$ cat src/rtl/ftm_pkg.sv
// rtl/ftm_pkg.sv - shared types and constants for the FTM checkpoint responder
package ftm_pkg;

  typedef enum logic [1:0] {
    CAPTURE = 2'd0,
    FROZEN  = 2'd1,
    RECOVER = 2'd2
  } ftm_ckpt_state_e;

  localparam int unsigned MISMCNT_W = 16;

  localparam logic [5:0] IDX_PC      = 6'd32;
  localparam logic [5:0] IDX_STATUS  = 6'd33;
  localparam logic [5:0] IDX_MISMCNT = 6'd34;

  // The counter sticks at all-ones so a storm of mismatches never wraps to a small value.
  function automatic logic [MISMCNT_W-1:0] sat_inc(input logic [MISMCNT_W-1:0] v);
    return (v == '1) ? v : v + MISMCNT_W'(1);
  endfunction

endpackage

$ cat src/rtl/ftm_ckpt_responder_if.sv
// rtl/ftm_ckpt_responder_if.sv - LSU-style req/gnt/rvalid data bus
interface ftm_ckpt_responder_if;

  logic        data_req;
  logic        data_gnt;
  logic        data_rvalid;
  logic        data_we;
  logic [3:0]  data_be;
  logic [31:0] data_addr;
  logic [31:0] data_wdata;
  logic [31:0] data_rdata;
  logic        data_err;

  modport master (
    output data_req, data_we, data_be, data_addr, data_wdata,
    input  data_gnt, data_rvalid, data_rdata, data_err
  );

  modport slave (
    input  data_req, data_we, data_be, data_addr, data_wdata,
    output data_gnt, data_rvalid, data_rdata, data_err
  );

endinterface

$ cat src/rtl/ftm_lane_compare.sv
// rtl/ftm_lane_compare.sv - combinational comparison of the two regfile write lanes
module ftm_lane_compare (
  input  logic        we_a,
  input  logic [4:0]  addr_a,
  input  logic [31:0] data_a,
  input  logic        we_b,
  input  logic [4:0]  addr_b,
  input  logic [31:0] data_b,
  output logic        agree,
  output logic        mismatch
);

  logic same_target;

  assign same_target = (addr_a == addr_b) && (data_a == data_b);

  // Matching writes to x0 are neither a commit nor a disagreement.
  assign agree    = we_a && we_b && same_target && (addr_a != 5'd0);
  assign mismatch = (we_a != we_b) || (we_a && we_b && !same_target);

endmodule

$ cat src/rtl/ftm_ckpt_responder.sv
// rtl/ftm_ckpt_responder.sv - lockstep checkpoint store and recovery data-bus responder
module ftm_ckpt_responder
  import ftm_pkg::*;
#(
  parameter logic [31:0] BaseAddr = 32'h0000_F000
) (
  input  logic                       clk_i,
  input  logic                       rst_ni,
  input  logic                       we_a_i,
  input  logic                       we_b_i,
  input  logic [4:0]                 addr_a_i,
  input  logic [4:0]                 addr_b_i,
  input  logic [31:0]                data_a_i,
  input  logic [31:0]                data_b_i,
  input  logic [31:0]                pc_i,
  input  logic                       valid_instr_exec_i,
  input  logic                       recovering_i,
  ftm_ckpt_responder_if.slave        bus,
  output logic                       mismatch_o,
  output logic                       ckpt_valid_o
);

  ftm_ckpt_state_e       state_q, state_d;
  logic                  lane_agree, lane_mismatch, commit;
  logic [31:0]           shadow_q [1:31];
  logic [31:0]           pc_q;
  logic [MISMCNT_W-1:0]  mismcnt_q;
  logic                  mismatch_q, ckpt_valid_q;
  logic                  rvalid_q, err_q;
  logic [31:0]           rdata_q;
  logic                  win_hit;
  logic [5:0]            idx;
  logic [31:0]           rd_data;
  logic                  rd_err;
  logic                  unused_bus;

  ftm_lane_compare u_cmp (
    .we_a     (we_a_i),
    .addr_a   (addr_a_i),
    .data_a   (data_a_i),
    .we_b     (we_b_i),
    .addr_b   (addr_b_i),
    .data_b   (data_b_i),
    .agree    (lane_agree),
    .mismatch (lane_mismatch)
  );

  assign commit = lane_agree && (state_q == CAPTURE);

  always_ff @(posedge clk_i) begin
    if (!rst_ni) begin
      state_q <= CAPTURE;
    end else begin
      state_q <= state_d;
    end
  end

  // A mismatch freezes the checkpoint even if recovery starts in the same cycle.
  always_comb begin
    state_d = state_q;
    case (state_q)
      CAPTURE: begin
        if (lane_mismatch) begin
          state_d = FROZEN;
        end else if (recovering_i) begin
          state_d = RECOVER;
        end
      end
      FROZEN: begin
        if (recovering_i) begin
          state_d = RECOVER;
        end
      end
      RECOVER: begin
        if (!recovering_i) begin
          state_d = CAPTURE;
        end
      end
      default: state_d = CAPTURE;
    endcase
  end

  always_ff @(posedge clk_i) begin
    if (!rst_ni) begin
      for (int i = 1; i < 32; i++) begin
        shadow_q[i] <= '0;
      end
    end else if (commit) begin
      shadow_q[addr_a_i] <= data_a_i;
    end
  end

  always_ff @(posedge clk_i) begin
    if (!rst_ni) begin
      pc_q         <= '0;
      mismcnt_q    <= '0;
      mismatch_q   <= 1'b0;
      ckpt_valid_q <= 1'b0;
    end else begin
      if (valid_instr_exec_i && (state_q == CAPTURE)) begin
        pc_q <= pc_i;
      end
      if (lane_mismatch) begin
        mismcnt_q <= sat_inc(mismcnt_q);
      end
      mismatch_q <= lane_mismatch && (state_q == CAPTURE);
      if (commit) begin
        ckpt_valid_q <= 1'b1;
      end
    end
  end

  assign win_hit = (bus.data_addr[31:8] == BaseAddr[31:8]) && (bus.data_addr[1:0] == 2'b00);
  assign idx     = bus.data_addr[7:2];

  // Reads see the registered shadow, so a same-cycle commit is not yet visible.
  always_comb begin
    rd_data = '0;
    rd_err  = 1'b0;
    if (!win_hit || bus.data_we) begin
      rd_err = 1'b1;
    end else if (!idx[5]) begin
      if (idx[4:0] != 5'd0) begin
        rd_data = shadow_q[idx[4:0]];
      end
    end else begin
      case (idx)
        IDX_PC:      rd_data = pc_q;
        IDX_STATUS:  rd_data = {29'b0, state_q == RECOVER, state_q == FROZEN, ckpt_valid_q};
        IDX_MISMCNT: rd_data = {{(32 - MISMCNT_W){1'b0}}, mismcnt_q};
        default:     rd_err  = 1'b1;
      endcase
    end
  end

  always_ff @(posedge clk_i) begin
    if (!rst_ni) begin
      rvalid_q <= 1'b0;
      rdata_q  <= '0;
      err_q    <= 1'b0;
    end else begin
      rvalid_q <= bus.data_req;
      if (bus.data_req) begin
        rdata_q <= rd_err ? 32'h0 : rd_data;
        err_q   <= rd_err;
      end
    end
  end

  assign unused_bus = ^{bus.data_be, bus.data_wdata};

  assign bus.data_gnt    = bus.data_req;
  assign bus.data_rvalid = rvalid_q;
  assign bus.data_rdata  = rdata_q;
  assign bus.data_err    = err_q;
  assign mismatch_o      = mismatch_q;
  assign ckpt_valid_o    = ckpt_valid_q;

endmodule

$ cat src/flat_wrapper.sv
// flat-port wrapper written by rule: the top's interface ports become plain ports
module ftm_ckpt_responder_flat import ftm_pkg::*;
#(
  parameter logic [31:0] BaseAddr = 32'h0000_F000
)
  (clk_i, rst_ni, we_a_i, we_b_i, addr_a_i, addr_b_i, data_a_i, data_b_i, pc_i, valid_instr_exec_i, recovering_i, mismatch_o, ckpt_valid_o, bus_data_req, bus_data_we, bus_data_be, bus_data_addr, bus_data_wdata, bus_data_gnt, bus_data_rvalid, bus_data_rdata, bus_data_err);
  ftm_ckpt_responder_if bus_i ();
  input  logic clk_i;
  input  logic rst_ni;
  input  logic we_a_i;
  input  logic we_b_i;
  input  logic [4:0] addr_a_i;
  input  logic [4:0] addr_b_i;
  input  logic [31:0] data_a_i;
  input  logic [31:0] data_b_i;
  input  logic [31:0] pc_i;
  input  logic valid_instr_exec_i;
  input  logic recovering_i;
  output logic mismatch_o;
  output logic ckpt_valid_o;
  input wire logic [$bits(bus_i.data_req)-1:0] bus_data_req;
  input wire logic [$bits(bus_i.data_we)-1:0] bus_data_we;
  input wire logic [$bits(bus_i.data_be)-1:0] bus_data_be;
  input wire logic [$bits(bus_i.data_addr)-1:0] bus_data_addr;
  input wire logic [$bits(bus_i.data_wdata)-1:0] bus_data_wdata;
  output wire logic [$bits(bus_i.data_gnt)-1:0] bus_data_gnt;
  output wire logic [$bits(bus_i.data_rvalid)-1:0] bus_data_rvalid;
  output wire logic [$bits(bus_i.data_rdata)-1:0] bus_data_rdata;
  output wire logic [$bits(bus_i.data_err)-1:0] bus_data_err;
  assign bus_i.data_req = bus_data_req;
  assign bus_i.data_we = bus_data_we;
  assign bus_i.data_be = bus_data_be;
  assign bus_i.data_addr = bus_data_addr;
  assign bus_i.data_wdata = bus_data_wdata;
  assign bus_data_gnt = bus_i.data_gnt;
  assign bus_data_rvalid = bus_i.data_rvalid;
  assign bus_data_rdata = bus_i.data_rdata;
  assign bus_data_err = bus_i.data_err;
  ftm_ckpt_responder #(.BaseAddr(BaseAddr)) u_core (.clk_i(clk_i), .rst_ni(rst_ni), .we_a_i(we_a_i), .we_b_i(we_b_i), .addr_a_i(addr_a_i), .addr_b_i(addr_b_i), .data_a_i(data_a_i), .data_b_i(data_b_i), .pc_i(pc_i), .valid_instr_exec_i(valid_instr_exec_i), .recovering_i(recovering_i), .bus(bus_i), .mismatch_o(mismatch_o), .ckpt_valid_o(ckpt_valid_o));
endmodule
$ cat config.mk
export PLATFORM = sky130hd
export DESIGN_NAME = ftm_ckpt_responder_flat
export DESIGN_NICKNAME = d
export VERILOG_FILES = /design/src/rtl/ftm_pkg.sv /design/src/rtl/ftm_ckpt_responder_if.sv /design/src/rtl/ftm_lane_compare.sv /design/src/rtl/ftm_ckpt_responder.sv /design/src/flat_wrapper.sv
export SDC_FILE = /design/constraint.sdc
export NUM_CORES = 2
export LEC_CHECK = 0
export ABC_CLOCK_PERIOD_IN_PS = 12100
export CORE_UTILIZATION = 40
export CTS_CLUSTER_DIAMETER = 30
export DETAILED_ROUTE_END_ITERATION = 6
export PLACE_DENSITY_LB_ADDON = 0.05
export SKIP_LAST_GASP = 1
export SLEW_MARGIN = 20
export SYNTH_ARGS = -nofsm -noshare
export SYNTH_HDL_FRONTEND = slang
export SYNTH_HIERARCHICAL = 1
export SYNTH_SLANG_ARGS = --single-unit
export TNS_END_PERCENT = 50
$ cat constraint.sdc
create_clock -name clk_i -period 12.1 [get_ports clk_i]
set_clock_uncertainty 0.15 [all_clocks]
set_input_delay 3.025 -clock clk_i [delete_from_list [all_inputs] [get_ports clk_i]]
set_output_delay 3.025 -clock clk_i [all_outputs]
set_load 0.05 [all_outputs]
# Word-level counts from Yosys, hierarchy flattened

Memories as Yosys holds them, arrays and structs flattened.
Cells that the tools add are included.

Add/subtract/negate cells: 1
Equal/unequal tests: 11
Mux-type cells: 19
Bitwise operators: 1
Reductions and logical operators: 20

Operator list:

| cell                    | number |
|---|---|
| $mux W32                | 5 |
| $pmux W32 S3            | 1 |
| $eq A32 B32 Y1          | 1 |
| $reduce_or A32 Y1       | 1 |
| $eq A24 B8 Y1 const B   | 1 |
| $eq A6 B6 Y1 const B    | 3 |
| $add A16 B1 Y16 const B | 1 |
| $eq A16 B16 Y1 const B  | 1 |
| $reduce_bool A5 Y1      | 2 |
| $logic_and A1 B1 Y1     | 9 |
| $mux W1                 | 8 |
| $mux W2                 | 3 |
| $pmux W2 S3             | 1 |
| $eq A5 B5 Y1            | 1 |
| $mux W5                 | 1 |
| $logic_not A2 Y1        | 2 |
| $reduce_or A3 Y1        | 1 |
| $eq A2 B1 Y1 const B    | 1 |
| $eq A2 B2 Y1 const B    | 1 |
| $logic_not A1 Y1        | 2 |
| $logic_or A1 B1 Y1      | 2 |
| $ne A2 B2 Y1 const B    | 1 |
| $reduce_and A2 Y1       | 1 |
| $ne A1 B1 Y1            | 1 |
| $not A1 Y1              | 1 |

Flip-flop bits (word level): 86
Bits in writable memories: 992
Output and inout bits: 37
Memories kept: 1

Memories:

| memory          | words | width | read ports | clocked after memory_dff | wr ports | RTL line                 | RTL |
|---|---|---|---|---|---|---|---|
| u_core.shadow_q | 31    | 32    | 1          | 0                        | 31       | ftm_ckpt_responder.sv:25 | `logic [31:0] shadow_q [1:31];` |

# Depth between registers and ports, before layout

Word-level depth: 10
Mapped depth: 12
Depth with buffers taken out: 9

# Hierarchy

The synthesis kept the hierarchy.

By module, submodules not included:

| module             | times used | cells an instance | area each (µm²) | sequential area each (µm²) |
|---|---|---|---|---|
| ftm_ckpt_responder | 1          | 3347              | 49698.9         | 32471.1 |
| ftm_lane_compare   | 1          | 55                | 437.9           | 0.0 |

# Worst setup path before layout

Ideal clock, no wire load.

Path type: input-to-reg
From: in data_b_i[30]
To: mem u_core.shadow_q[23][0], enable pin
Data arrival time: 6.748 ns
Setup slack: 4.737 ns
Cell stages on the path: 10
Path buffers: 2
Cells stage by stage: xnor2_1 nand4_1 nor4_1 nand3_1 nor2_1 nand4_1 or2_1 clkbuf_1 clkbuf_1 o21ai_0

RTL lines:

| what        | RTL line                 | RTL |
|---|---|---|
| from (decl) | flat_wrapper.sv:15       | `input logic [31:0] data_b_i;` |
| to (decl)   | ftm_ckpt_responder.sv:25 |  |

==> flow_summary_export.csv <==
group,metric,value,unit
yosys,synth-simple-area-share,15.7,%
setup_path,end_kind,"flop",
timing,slew_headroom,21.6,%
grt,first_global_vias,32408,
floorplan,die_h,356,um
yosys,synthAdderAreaFrac,0.0499,%
final_layout,n_fill_cell,10367,
yosys,ys_ff_latch,1110,
yosys,ys_seq_area_share,64.8,%
clock_tree,post-cts-setup-buffers,0,
yosys,synth_edf_count,1024,
floorplan,core_area,124000,um2
clock_tree,post_cts_resized,0,
yosys,synth_compound_gate_area_share,3.96,%
timing,worst_pin_slew,1.18,ns
routing,drtAntennaViolNets,0,
grt,gr-total-overflow,0,
yosys,synth_fp_nets,3586,
worst_hold_path,hold_path.class,"flop to flop",
final_layout,layout-drive-gt1-share,23.5,%
floorplan,initial_utilization,40.4,%
timing,hold_violations,0,
clock_tree,hold_buffers,0,
yosys,yosysMostFrequentCell,"edfxtp_1",
setup_path,critPathMaxFanout,33,
yosys,synth_xor_area_share,0.699,%
yosys,yosys.area.top_type,"edfxtp_1",
clock_tree,clkSlewWorstSetupHoldPaths,0.04,ns
routing,via_count,31214,
clock_tree,cts_tree,"yes",
final_layout,fin_area,63300,um2
final_layout,instances_no_fill,5516,
place,dp_hpwl,99600,um
routing,drcViolationCount,60,
floorplan,ios,219,
yosys,async_flop_share,0,%
routing,drt-total-wl,173000,um
grt,grt_max_degree,78,
setup_path,crit_required,12.46,ns
routing,firstDrtPassIters,7,
place,port_buffers,182,
timing,tns,0,ns
run_status,status,"complete, but fails checks",
timing,finalMaxSlewViolations,0,
floorplan,std_cell_rows,129,
final_layout,final_util,51.1,%
yosys,synth_ff_type,"edfxtp_1",
setup_path,path_class,"input port to flop",
clock_tree,numCtsBuffers,289,
yosys,syn_area_per_cell,14.7,um2
yosys,yosysWarnings,6,
yosys,synthesis.area,50100,um2
yosys,synth_top_family_by_area,"simple AND/OR/NAND/NOR gates",
setup_path,crit_arrival,8.45,ns
yosys,synthTopCellsByCount,"edfxtp_1 (1024), and2_1 (997), clkbuf_1 (247)",
clock_tree,clock_sinks,1110,
run,maxCapViolations,0,
floorplan,die_w,356,um
yosys,netlist.area_leader.share,61.3,%
setup_path,start_kind,"input port",
routing,first_iter_violations,3246,
timing,fmax,0.124,GHz
clock_tree,clkLatencyLatePin,0.87,ns
timing,fin_crit,8.09,ns
routing,via_per_inst,5.66,
timing,finalSetupViolations,0,
final_layout,syn2layout_area_growth,26.3,%
place,place_inst,5016,
final_layout,layout.nets,3855,
pwr,p_leak,23.2,nW
floorplan,die_area,127000,um2
yosys,synthTopCellsByArea,"edfxtp_1 (61%), and2_1 (12%), mux4_2 (9.7%)",
pwr,power_density,194,nW/um2
clock_tree,h-tree-depth,5,
place,placed_area,54100,um2
timing,post-route-period-util,66.8,%
grt,grt_use_total,27.4,%
clock_tree,cts_root_buf,"clkbuf_16",
yosys,synth.area.mux_share,12.0,%
place,gp_congestion,0.839,
grt,antenna_found_initial,15,
yosys,yosysUniqueCellTypes,64,
timing,grt_setup_unrepaired,"false",
pwr,finalPower,0.0123,W
routing,wl_per_cell,31.4,um
grt,grt_pass1_wl,240000,um
yosys,syn_inst,3402,
run_status,violations,"design-rule violations",
pwr,vdd_drop_max,0.108,mV
clock_tree,cts_buffer_depth,4,
## worst max-delay path: stages
cell and delay (ns):
clkdlybuf4s50_1 0.41, buf_4 0.28, xnor2_1 0.70, nand4_1 0.56, nor4_2 1.01, nand3_1 0.21, nor2_1 0.37, nand4_1 0.16
or2_1 0.27, buf_4 0.27, o21ai_4 0.71, buf_4 0.42
## final cells by class
| type | count | area (um2) | share of cell area [%] |
|---|---|---|---|
| Multi-Input combinational cell | 1961 | 16800 | 26.5 |
| Clock buffer | 346 | 7670 | 12.1 |
| Tap cell | 1637 | 2050 | 3.23 |
| Clock inverter | 147 | 1590 | 2.51 |
| Sequential cell | 1110 | 32500 | 51.3 |
| Inverter | 5 | 18.8 | 0.0296 |
| Timing Repair Buffer | 304 | 2740 | 4.33 |
| Antenna cell | 6 | 15.0 | 0.0237 |
## final timing paths
| path | from | endpoint | slack [ns] | cells after the start |
|---|---|---|---|---|
| worst max-delay path | data_a_i[3] | u_core/shadow_q[27][16]$_SDFFCE_PN0P_ | 4.01 | 12 |
| worst min-delay path | u_core/pc_q[19]$_SDFFE_PN0P_ | u_core/pc_q[19]$_SDFFE_PN0P_ | 0.31 | 2 |
| worst max register to register | u_core/state_q[1]$_SDFFE_PN0P_ | u_core/shadow_q[27][16]$_SDFFCE_PN0P_ | 8.96 | 6 |
| worst min register to register | u_core/pc_q[19]$_SDFFE_PN0P_ | u_core/pc_q[19]$_SDFFE_PN0P_ | 0.31 | 2 |
## state kept, by name, summed over array words and instances (netlist names)
signal                  count
u_core/shadow_q          1024
u_core/mismatch_o           1
u_core/bus.data_err         1
u_core/mismcnt_q           16
u_core/ckpt_valid_o         1
u_core/pc_q                32
u_core/bus.data_rdata      32
u_core/bus.data_rvalid      1
u_core/state_q              2
## routing by layer
| layer | part of all wire (%) | vias up | GRT usage (%) |
|---|---|---|---|
| li1 | - | 13229 | - |
| met1 | 42 | 16457 | 36.8 |
| met2 | 47 | 1290 | 43.7 |
| met3 | 7.9 | 234 | 6.22 |
| met4 | 2.7 | 4 | 9.35 |
| met5 | 0.016 | - | 0 |
## power by group
part | leakage, nW | internal, W | total, W | switching (W)
sequential | 11.3 | 0.00431 | 0.00434 | 0.0000340
combinational | 7.35 | 0.000220 | 0.000659 | 0.000439
clock | 4.53 | 0.00513 | 0.00729 | 0.00216
## cells in the final DEF (no fill, tap or decap), types with 13 or more instances in the layout
| cell type | n |
|---|---|
| nor2_1 | 31 |
| nor2_2 | 17 |
| dfxtp_1 | 86 |
| nand3_1 | 16 |
| clkbuf_1 | 44 |
| a22oi_1 | 61 |
| xnor2_1 | 37 |
| edfxtp_1 | 1024 |
| and2_1 | 996 |
| clkinv_2 | 43 |
| a32o_1 | 27 |
| a21oi_1 | 44 |
| mux2i_1 | 30 |
| mux4_2 | 216 |
| clkbuf_16 | 297 |
| mux2_2 | 76 |
| buf_4 | 121 |
| o22ai_1 | 38 |
| o21ai_4 | 31 |
| clkinv_1 | 46 |
| clkdlybuf4s50_1 | 173 |
| or3_1 | 19 |
| nor2_4 | 17 |
| a221oi_1 | 27 |
| nand2_1 | 109 |
| a221o_1 | 13 |
| bufinv_16 | 33 |
| nand4_1 | 32 |
## logic make-up (layout without fill, tap and decap cells)
logic type / count (synthesis) / count (layout)
and+or+nand+nor: 1317 / 1317
DFF: 1110 / 1110
muxes: 322 / 322
other: 0 / 6
xor gates and xnor gates: 40 / 40
AOI/OAI and AO/OA: 280 / 280
buffers and inverters: 331 / 802
adders and majority gates: 2 / 2
## through the flow
stage               setup WS [ns]  hold slack [ns]
floorplan                    4.74            0.282
global placement             3.47            0.298
detailed placement           3.48            0.302
CTS                          4.38            0.305
global route                 4.02            0.315
finish                       4.01            0.306
Power figures use the tool's default switching activity.
